===== config.mk =====
export PLATFORM = sky130hd
export DESIGN_NAME = fir_sequencer_flat
export DESIGN_NICKNAME = d
export VERILOG_FILES = /design/src/rtl/fir_pkg.sv /design/src/rtl/fir_sequencer_if.sv /design/src/rtl/fir_sequencer.sv /design/src/flat_wrapper.sv
export SDC_FILE = /design/constraint.sdc
export NUM_CORES = 1
export LEC_CHECK = 0
export CORE_MARGIN = 2
export CORE_UTILIZATION = 53
export CTS_BUF_LIST = sky130_fd_sc_hd__clkbuf_4 sky130_fd_sc_hd__clkbuf_8
export DETAILED_ROUTE_END_ITERATION = 10
export GPL_ROUTABILITY_DRIVEN = 0
export PLACE_DENSITY = 0.91
export SLEW_MARGIN = 20
export SYNTH_ARGS = -nofsm -noshare
export SYNTH_HDL_FRONTEND = slang
export SYNTH_SLANG_ARGS = --single-unit

===== constraint.sdc =====
create_clock -name clk -period 2.8 [get_ports clk]
set_clock_uncertainty 0.1 [all_clocks]
set_input_delay 0.28 -clock clk [delete_from_list [all_inputs] [get_ports clk]]
set_output_delay 0.28 -clock clk [all_outputs]
set_load 0.005 [all_outputs]

===== src/rtl/fir_pkg.sv =====
// Shared types and constants for the 4-tap FIR controller: datapath opcodes,
// state encodings and the register-file map.
package fir_pkg;

    typedef enum logic [2:0] {
        NOP   = 3'd0,
        COPY  = 3'd1,
        LOAD1 = 3'd2,
        LOAD2 = 3'd3,
        ADD   = 3'd4,
        SUB   = 3'd5,
        MUL   = 3'd6
    } op_t;

    typedef logic [4:0] state_t;

    localparam state_t IDLE   = 5'd0;
    localparam state_t LC0    = 5'd1;
    localparam state_t LC1    = 5'd2;
    localparam state_t LC2    = 5'd3;
    localparam state_t LC3    = 5'd4;
    localparam state_t STORE  = 5'd5;
    localparam state_t ZERO   = 5'd6;
    localparam state_t SHIFT1 = 5'd7;
    localparam state_t SHIFT2 = 5'd8;
    localparam state_t SHIFT3 = 5'd9;
    localparam state_t SHIFT4 = 5'd10;
    localparam state_t MUL1   = 5'd11;
    localparam state_t ADD1   = 5'd12;
    localparam state_t MUL2   = 5'd13;
    localparam state_t SUB2   = 5'd14;
    localparam state_t MUL3   = 5'd15;
    localparam state_t ADD3   = 5'd16;
    localparam state_t MUL4   = 5'd17;
    localparam state_t SUB4   = 5'd18;
    localparam state_t EIDLE  = 5'd19;

    localparam int unsigned R_RESULT  = 0;
    localparam int unsigned R_SAMPLE1 = 1;
    localparam int unsigned R_SAMPLE2 = 2;
    localparam int unsigned R_SAMPLE3 = 3;
    localparam int unsigned R_SAMPLE4 = 4;
    localparam int unsigned R_COEFF0  = 5;
    localparam int unsigned R_COEFF1  = 6;
    localparam int unsigned R_COEFF2  = 7;
    localparam int unsigned R_COEFF3  = 8;
    localparam int unsigned R_NEW     = 9;
    localparam int unsigned R_TEMP    = 10;

endpackage


===== src/rtl/fir_sequencer_if.sv =====
// Control/status bundle between the FIR sequencer (master) and the
// datapath plus sample counter (slave).
interface fir_sequencer_if #(
    parameter int REG_W = 4
);
    logic              data_ready;
    logic              load_coeff;
    logic              overflow;
    logic              cnt_up;
    logic              clear;
    logic              modwait;
    logic              err;
    fir_pkg::op_t      op;
    logic [REG_W-1:0]  src1;
    logic [REG_W-1:0]  src2;
    logic [REG_W-1:0]  dest;

    modport master (
        input  data_ready, load_coeff, overflow,
        output cnt_up, clear, modwait, err, op, src1, src2, dest
    );

    modport slave (
        output data_ready, load_coeff, overflow,
        input  cnt_up, clear, modwait, err, op, src1, src2, dest
    );
endinterface


===== src/rtl/fir_sequencer.sv =====
// Control FSM for the 4-tap FIR: loads coefficients, then per sample steps the
// shared datapath through store, shift and multiply-accumulate.
module fir_sequencer
    import fir_pkg::*;
#(
    parameter int NUM_TAPS = 4,
    parameter int REG_W    = 4
) (
    input  logic            clk,
    input  logic            n_reset,
    fir_sequencer_if.master bus
);

    if (NUM_TAPS != 4) begin : g_taps_check
        $error("fir_sequencer: NUM_TAPS must be 4");
    end

    state_t            state;
    state_t            next;
    op_t               op;
    logic [REG_W-1:0]  s1;
    logic [REG_W-1:0]  s2;
    logic [REG_W-1:0]  d;
    logic              cnt_up;
    logic              clear;
    logic              modwait;
    logic              err;

    function automatic logic [REG_W-1:0] ridx(input int unsigned r);
        return REG_W'(r);
    endfunction

    always_comb begin
        next = IDLE;
        case (state)
            IDLE:    next = bus.load_coeff ? LC0 : (bus.data_ready ? STORE : IDLE);
            EIDLE:   next = bus.load_coeff ? LC0 : (bus.data_ready ? STORE : EIDLE);
            LC0:     next = bus.load_coeff ? LC1 : IDLE;
            LC1:     next = bus.load_coeff ? LC2 : IDLE;
            LC2:     next = bus.load_coeff ? LC3 : IDLE;
            LC3:     next = IDLE;
            STORE:   next = bus.data_ready ? ZERO : EIDLE;
            ZERO:    next = SHIFT1;
            SHIFT1:  next = SHIFT2;
            SHIFT2:  next = SHIFT3;
            SHIFT3:  next = SHIFT4;
            SHIFT4:  next = MUL1;
            MUL1:    next = ADD1;
            ADD1:    next = bus.overflow ? EIDLE : MUL2;
            MUL2:    next = SUB2;
            SUB2:    next = bus.overflow ? EIDLE : MUL3;
            MUL3:    next = ADD3;
            ADD3:    next = bus.overflow ? EIDLE : MUL4;
            MUL4:    next = SUB4;
            SUB4:    next = bus.overflow ? EIDLE : IDLE;
            default: next = IDLE;
        endcase
    end

    // Datapath controls follow the current state; the coefficient load and the
    // counter clear are additionally gated by load_coeff so a dropped load is a no-op.
    always_comb begin
        op     = NOP;
        s1     = '0;
        s2     = '0;
        d      = '0;
        cnt_up = 1'b0;
        clear  = 1'b0;
        case (state)
            IDLE, EIDLE: clear = bus.load_coeff;
            LC0: if (bus.load_coeff) begin op = LOAD2; d = ridx(R_COEFF0); end
            LC1: if (bus.load_coeff) begin op = LOAD2; d = ridx(R_COEFF1); end
            LC2: if (bus.load_coeff) begin op = LOAD2; d = ridx(R_COEFF2); end
            LC3: if (bus.load_coeff) begin op = LOAD2; d = ridx(R_COEFF3); end
            STORE: begin op = LOAD1; d = ridx(R_NEW); cnt_up = 1'b1; end
            ZERO: begin
                op = SUB; s1 = ridx(R_RESULT); s2 = ridx(R_RESULT); d = ridx(R_RESULT);
            end
            SHIFT1: begin op = COPY; s1 = ridx(R_SAMPLE3); d = ridx(R_SAMPLE4); end
            SHIFT2: begin op = COPY; s1 = ridx(R_SAMPLE2); d = ridx(R_SAMPLE3); end
            SHIFT3: begin op = COPY; s1 = ridx(R_SAMPLE1); d = ridx(R_SAMPLE2); end
            SHIFT4: begin op = COPY; s1 = ridx(R_NEW);     d = ridx(R_SAMPLE1); end
            MUL1: begin op = MUL; s1 = ridx(R_SAMPLE1); s2 = ridx(R_COEFF0); d = ridx(R_TEMP); end
            MUL2: begin op = MUL; s1 = ridx(R_SAMPLE2); s2 = ridx(R_COEFF1); d = ridx(R_TEMP); end
            MUL3: begin op = MUL; s1 = ridx(R_SAMPLE3); s2 = ridx(R_COEFF2); d = ridx(R_TEMP); end
            MUL4: begin op = MUL; s1 = ridx(R_SAMPLE4); s2 = ridx(R_COEFF3); d = ridx(R_TEMP); end
            ADD1, ADD3: begin
                op = ADD; s1 = ridx(R_RESULT); s2 = ridx(R_TEMP); d = ridx(R_RESULT);
            end
            SUB2, SUB4: begin
                op = SUB; s1 = ridx(R_RESULT); s2 = ridx(R_TEMP); d = ridx(R_RESULT);
            end
            default: ;
        endcase
    end

    always_ff @(posedge clk or negedge n_reset) begin
        if (!n_reset) begin
            state   <= IDLE;
            modwait <= 1'b0;
            err     <= 1'b0;
        end else begin
            state   <= next;
            modwait <= (next != IDLE) && (next != EIDLE);
            err     <= (next == EIDLE);
        end
    end

    assign bus.op      = op;
    assign bus.src1    = s1;
    assign bus.src2    = s2;
    assign bus.dest    = d;
    assign bus.cnt_up  = cnt_up;
    assign bus.clear   = clear;
    assign bus.modwait = modwait;
    assign bus.err     = err;

endmodule


===== src/flat_wrapper.sv =====
// flat-port wrapper written by rule: the top's interface ports become plain ports
module fir_sequencer_flat import fir_pkg::*;
#(
    parameter int NUM_TAPS = 4,
    parameter int REG_W    = 4
)
  (clk, n_reset, bus_data_ready, bus_load_coeff, bus_overflow, bus_cnt_up, bus_clear, bus_modwait, bus_err, bus_op, bus_src1, bus_src2, bus_dest);
  fir_sequencer_if #(.REG_W(REG_W)) bus_i ();
  input  logic clk;
  input  logic n_reset;
  input wire logic [$bits(bus_i.data_ready)-1:0] bus_data_ready;
  input wire logic [$bits(bus_i.load_coeff)-1:0] bus_load_coeff;
  input wire logic [$bits(bus_i.overflow)-1:0] bus_overflow;
  output wire logic [$bits(bus_i.cnt_up)-1:0] bus_cnt_up;
  output wire logic [$bits(bus_i.clear)-1:0] bus_clear;
  output wire logic [$bits(bus_i.modwait)-1:0] bus_modwait;
  output wire logic [$bits(bus_i.err)-1:0] bus_err;
  output wire logic [$bits(bus_i.op)-1:0] bus_op;
  output wire logic [$bits(bus_i.src1)-1:0] bus_src1;
  output wire logic [$bits(bus_i.src2)-1:0] bus_src2;
  output wire logic [$bits(bus_i.dest)-1:0] bus_dest;
  assign bus_i.data_ready = bus_data_ready;
  assign bus_i.load_coeff = bus_load_coeff;
  assign bus_i.overflow = bus_overflow;
  assign bus_cnt_up = bus_i.cnt_up;
  assign bus_clear = bus_i.clear;
  assign bus_modwait = bus_i.modwait;
  assign bus_err = bus_i.err;
  assign bus_op = bus_i.op;
  assign bus_src1 = bus_i.src1;
  assign bus_src2 = bus_i.src2;
  assign bus_dest = bus_i.dest;
  fir_sequencer #(.NUM_TAPS(NUM_TAPS), .REG_W(REG_W)) u_core (.clk(clk), .n_reset(n_reset), .bus(bus_i));
endmodule

# == Word-level counts from Yosys, hierarchy flattened ==
# Cells that the tools add are included.
# op_classes
n_reduce_logical,13
n_mux,24
eq_ne,21
# op_table
operator,count
case mux 5 bit (19 select lines),1
equality test 5 x 4 -> 1 bit (second input constant),8
case mux 4 bit (10 select lines),1
case mux 4 bit (5 select lines),2
two-way mux 5 bit,7
equality test 5 bit (second input constant),5
equality test 5 x 3 -> 1 bit (second input constant),4
case mux 3 bit (6 select lines),1
OR reduction 4 bit,4
two-way mux 3 bit,5
equality test 5 x 2 -> 1 bit (second input constant),2
OR reduction 2 bit,5
two-way mux 2 bit,4
equality test 5 x 1 -> 1 bit (second input constant),1
zero test 5 bit,1
inequality test 5 bit (second input constant),1
nonzero test 5 bit,1
two-way mux 4 bit,1
OR reduction 3 bit,1
two-way mux 1 bit,2
logical AND 1 bit,1
# totals
inputBits,5
elab_cells,61
output_inout_bits,19
ff_bits,7

# == Longest topological paths before layout ==
# logic_depth
ltp_word,5
mapped_depth,7

# == Least setup slack after synthesis ==
# OpenSTA, ideal clock, no wires.
# synth_path
path_kind,reg2reg
start,register u_core.state[1]
end,"register u_core.modwait, in the netlist u_core.bus.modwait"
arrival_ps,1573
setup_slack_ps,989
setup_time_ps,139
path_buffers,1
path_stages_with_launch,7
cell_sequence,dfrtp_1 -> buf_6 -> or3_4 -> or3_1 -> nor2b_4 -> a21boi_4 -> o211ai_2
# synth_via
elab_chain_cells,4
# synth_rtl
item,line,source
start: declaration,fir_sequencer.sv:18,state_t state;
start signal: assignment,fir_sequencer.sv:103,state <= next;
"equality test 5 bit, or another cell as far along",fir_sequencer.sv:35,case (state)
case mux 5 bit (19 select lines) (*),fir_sequencer.sv:35,
inequality test 5 bit / nonzero test 5 bit (equally long branches),fir_sequencer.sv:104,modwait <= (next != IDLE) && (next != EIDLE);
logical AND 1 bit (*),fir_sequencer.sv:104,
end signal: assignment,fir_sequencer.sv:104,
end: declaration,fir_sequencer.sv:26,logic modwait;
# Every way passes the cells marked *; elsewhere a longest branch is shown, timed or not.

# == Worst setup path after layout ==
# layout_path
start,register u_core.state[3]
end,output port bus_dest[0]
# layout_via
elab_chain_cells,3
# layout_rtl
item,line,source
equality test 5 x 4 -> 1 bit / equality test 5 bit (equally long branches),fir_sequencer.sv:69,case (state)
OR reduction 4 bit (no line),--,
case mux 4 bit (10 select lines) (*),fir_sequencer.sv:69,
end: declaration,flat_wrapper.sv:21,output wire logic [$bits(bus_i.dest)-1:0] bus_dest;
# Marks and branches as above.

==> metrics.cfg <==
[synthesis]
asyncSetResetFlopFracSynth_pct = 100
syn_area_um2 = 896
synth_enable_flop_cells = 0
avgSynthCellArea_um2 = 7.05
synth_cells = 127
flip_flop_and_latch_count_after_synthesis = 7
synth_sequential_area_ratio_pct = 19.6
synth.net_count = 132
yosys_warnings = 0
distinct_cells_synth = 43
synth_top_flop_cell = sky130_fd_sc_hd__dfrtp_1

[critical_path]
crit_path_start_kind = register
r2r.worst_path.cells = 6
crit_arrival_ps = 2240
worst-endpoint-required_ps = 2420
critical_path_peak_fanout = 11
cp-end-kind = output port
path_class = reg2out

[floorplan]
design.die.area_mm2 = 0.00204
die_x_um = 45.1
rows = 14
core_area_mm2 = 0.00154
die_h_um = 45.1
num_io_pins = 24
start_util_pct = 58.1

[timing]
hold_viol = 0
relSlewSlack_pct = 70.8
post-route-period-util_pct = 93.4
timing.final.crit_period_ps = 2620
fmax_ghz = 0.382
slew_viol_final = 0
max_slew.worst_pin.slew_ps = 434
rsz0062_at_grt = false
totalNegativeSetupSlack_ps = 0
finalSetupViolations = 0
worst_hold_slack_ps = 179

[clocking]
cts.path.max_buffers = 2
post_cts_hold_buffer_count = 0
cts.sinks = 7
path_clk_slew_ps = 50
numCtsBuffers = 3
cts-root-buf = sky130_fd_sc_hd__clkbuf_4
tritoncts_clock_tree = built
cts_setup_buffers = 0
htreeDepth = 1
count_of_cells_resized_by_post_cts_repair = 0
clk-insertion-delay-late_ps = 250

[flow_run]
max_cap_violations = 0

[worst_hold_path]
hold_path_class = in2async

[detailed_routing]
number_of_optimization_iterations_in_the_first_detailed_route_pass = 4
detail_route.wl_per_cell_um = 15.5
route.detailed.vias_per_inst = 6.56
detail_route.drc_violations = 0
postRouteWirelength_um = 2530
initial_drt_markers = 57
ant_nets = 0
dr_total_vias = 1069

[placed_design]
port_buffers = 23
dpl.cell_count = 159
detailed_place_hpwl_um = 1800

[grt]
global_route.overflow_total = 0
gr-usage-all-layers_pct = 29.3
vias_in_the_first_global_route = 965
number_of_antenna_violations_at_the_first_check_in_global_routing = 0
grt_pass1_wl_um = 4370
grt_start_max_net_pins = 22

[final_layout]
final_cells = 163
final_nets = 153
layout-drive-gt1-share_pct = 11.6
n_antenna_cell = 0
area_growth_syn_to_layout_pct = 29.2

[pwr]
pwr_density_cell_mw_per_mm2 = 1150
leakagePower_uw = 0.000490
vdd.ir_drop.worst_uv = 685

[outcome]
status = finished clean

## cells in the mapped netlist (2+ instances only)
| cell type | n | area, um^2 |
|---|---|---|
| sky130_fd_sc_hd__o22ai_1 | 2 | 12.5 |
| sky130_fd_sc_hd__nor4_1 | 2 | 12.5 |
| sky130_fd_sc_hd__a211oi_1 | 4 | 30.0 |
| sky130_fd_sc_hd__a21oi_1 | 9 | 45.0 |
| sky130_fd_sc_hd__nor3_1 | 4 | 20.0 |
| sky130_fd_sc_hd__o21a_1 | 2 | 15.0 |
| sky130_fd_sc_hd__nand2b_1 | 4 | 25.0 |
| sky130_fd_sc_hd__o211ai_1 | 2 | 15.0 |
| sky130_fd_sc_hd__nand2_1 | 14 | 52.6 |
| sky130_fd_sc_hd__a21o_1 | 2 | 15.0 |
| sky130_fd_sc_hd__buf_1 | 4 | 15.0 |
| sky130_fd_sc_hd__buf_2 | 6 | 30.0 |
| sky130_fd_sc_hd__and3b_1 | 2 | 17.5 |
| sky130_fd_sc_hd__nand3_1 | 3 | 15.0 |
| sky130_fd_sc_hd__nor2b_1 | 3 | 18.8 |
| sky130_fd_sc_hd__or4b_1 | 2 | 20.0 |
| sky130_fd_sc_hd__nor2_1 | 14 | 52.6 |
| sky130_fd_sc_hd__o31ai_1 | 4 | 30.0 |
| sky130_fd_sc_hd__o21ai_0 | 8 | 40.0 |
| sky130_fd_sc_hd__inv_1 | 6 | 22.5 |
| sky130_fd_sc_hd__dfrtp_1 | 7 | 175 |
| sky130_fd_sc_hd__clkbuf_1 | 2 | 7.51 |
## stage by stage
stage | total power (uW) | cell area, um^2 | util, % | worst slack, ps
2_1_floorplan | 851 | 896 | - | 989
3_3_place_gp | 1170 | 1130 | 73.1 | 375
3_5_place_dp | 1210 | 1130 | 73.1 | 308
4_1_cts | 1320 | 1160 | 75.1 | 219
5_1_grt | 1440 | 1160 | 75.1 | 85.7
6_report | 1330 | 1160 | 75.1 | 185
## layout make-up
cell class,count,area (um^2)
inverters,6,22.5
clock buffers,4,30.0
multi-input cells,101,634
repair buffers,29,275
fillers,121,384
well taps,16,20.0
flip-flops and latches,7,175
## flip-flops by register name, summed over array words and instances, names as in the netlist
signal	cells
u_core.bus.err	1
u_core.bus.modwait	1
u_core.state	5
## where the power goes
group	total (uW)	switching, uW	internal (uW)
Sequential	222	80.2	142
Combinational	1010	497	512
Clock	100	36.4	64.0
Total	1330	614	718
## cell usage in the layout (no fill, tap or decap), types with 2 or more instances in the layout
master,count
sky130_fd_sc_hd__clkdlybuf4s50_1,23
sky130_fd_sc_hd__a21o_1,2
sky130_fd_sc_hd__nand3_1,3
sky130_fd_sc_hd__a211oi_1,4
sky130_fd_sc_hd__nor2b_1,3
sky130_fd_sc_hd__nand2_1,14
sky130_fd_sc_hd__o21a_1,2
sky130_fd_sc_hd__o211ai_1,2
sky130_fd_sc_hd__o22ai_1,2
sky130_fd_sc_hd__nor4_1,2
sky130_fd_sc_hd__or4b_1,2
sky130_fd_sc_hd__nor3_1,4
sky130_fd_sc_hd__o21ai_0,8
sky130_fd_sc_hd__clkbuf_4,4
sky130_fd_sc_hd__dfrtp_1,7
sky130_fd_sc_hd__a21oi_1,9
sky130_fd_sc_hd__o31ai_1,4
sky130_fd_sc_hd__inv_1,6
sky130_fd_sc_hd__and3b_1,2
sky130_fd_sc_hd__nand2b_1,4
sky130_fd_sc_hd__nor2_1,14
sky130_fd_sc_hd__buf_4,6
## cell families after synthesis
kind of cell	synth area share [%]
simple gates	36.5
compound gates	32.3
buf+inv	9.64
mux	1.12
flops	19.6
xor+xnor	0.978
## worst paths after layout
check,from,endpoint,slack [ps]
min,n_reset,u_core.state[2],180
max reg2reg,u_core.state[2],u_core.bus.modwait,450
max in group asynchronous,n_reset,u_core.bus.modwait,2190
min reg2reg,u_core.state[4],u_core.state[3],520
max,u_core.state[3],bus_dest[0],180
min in group clk,u_core.state[4],u_core.state[3],520
## worst max-delay path, cell delays in order, from the launching register on
cell and delay, ps:
sky130_fd_sc_hd__dfrtp_1 480, sky130_fd_sc_hd__buf_4 230, sky130_fd_sc_hd__nor2b_1 270, sky130_fd_sc_hd__mux2i_1 170, sky130_fd_sc_hd__o22a_1 240, sky130_fd_sc_hd__nor2_1 90
sky130_fd_sc_hd__clkdlybuf4s50_1 510
## routing by layer
layer | GRT usage [%] | part of all wire, % | vias to the layer above
met5 | 0 | 0 | -
met4 | 14.7 | 2.8 | 0
met3 | 2.80 | 8.8 | 9
met2 | 45.7 | 48 | 66
met1 | 40.4 | 40 | 492
li1 | - | - | 502
(Power assumes the default switching activity.)
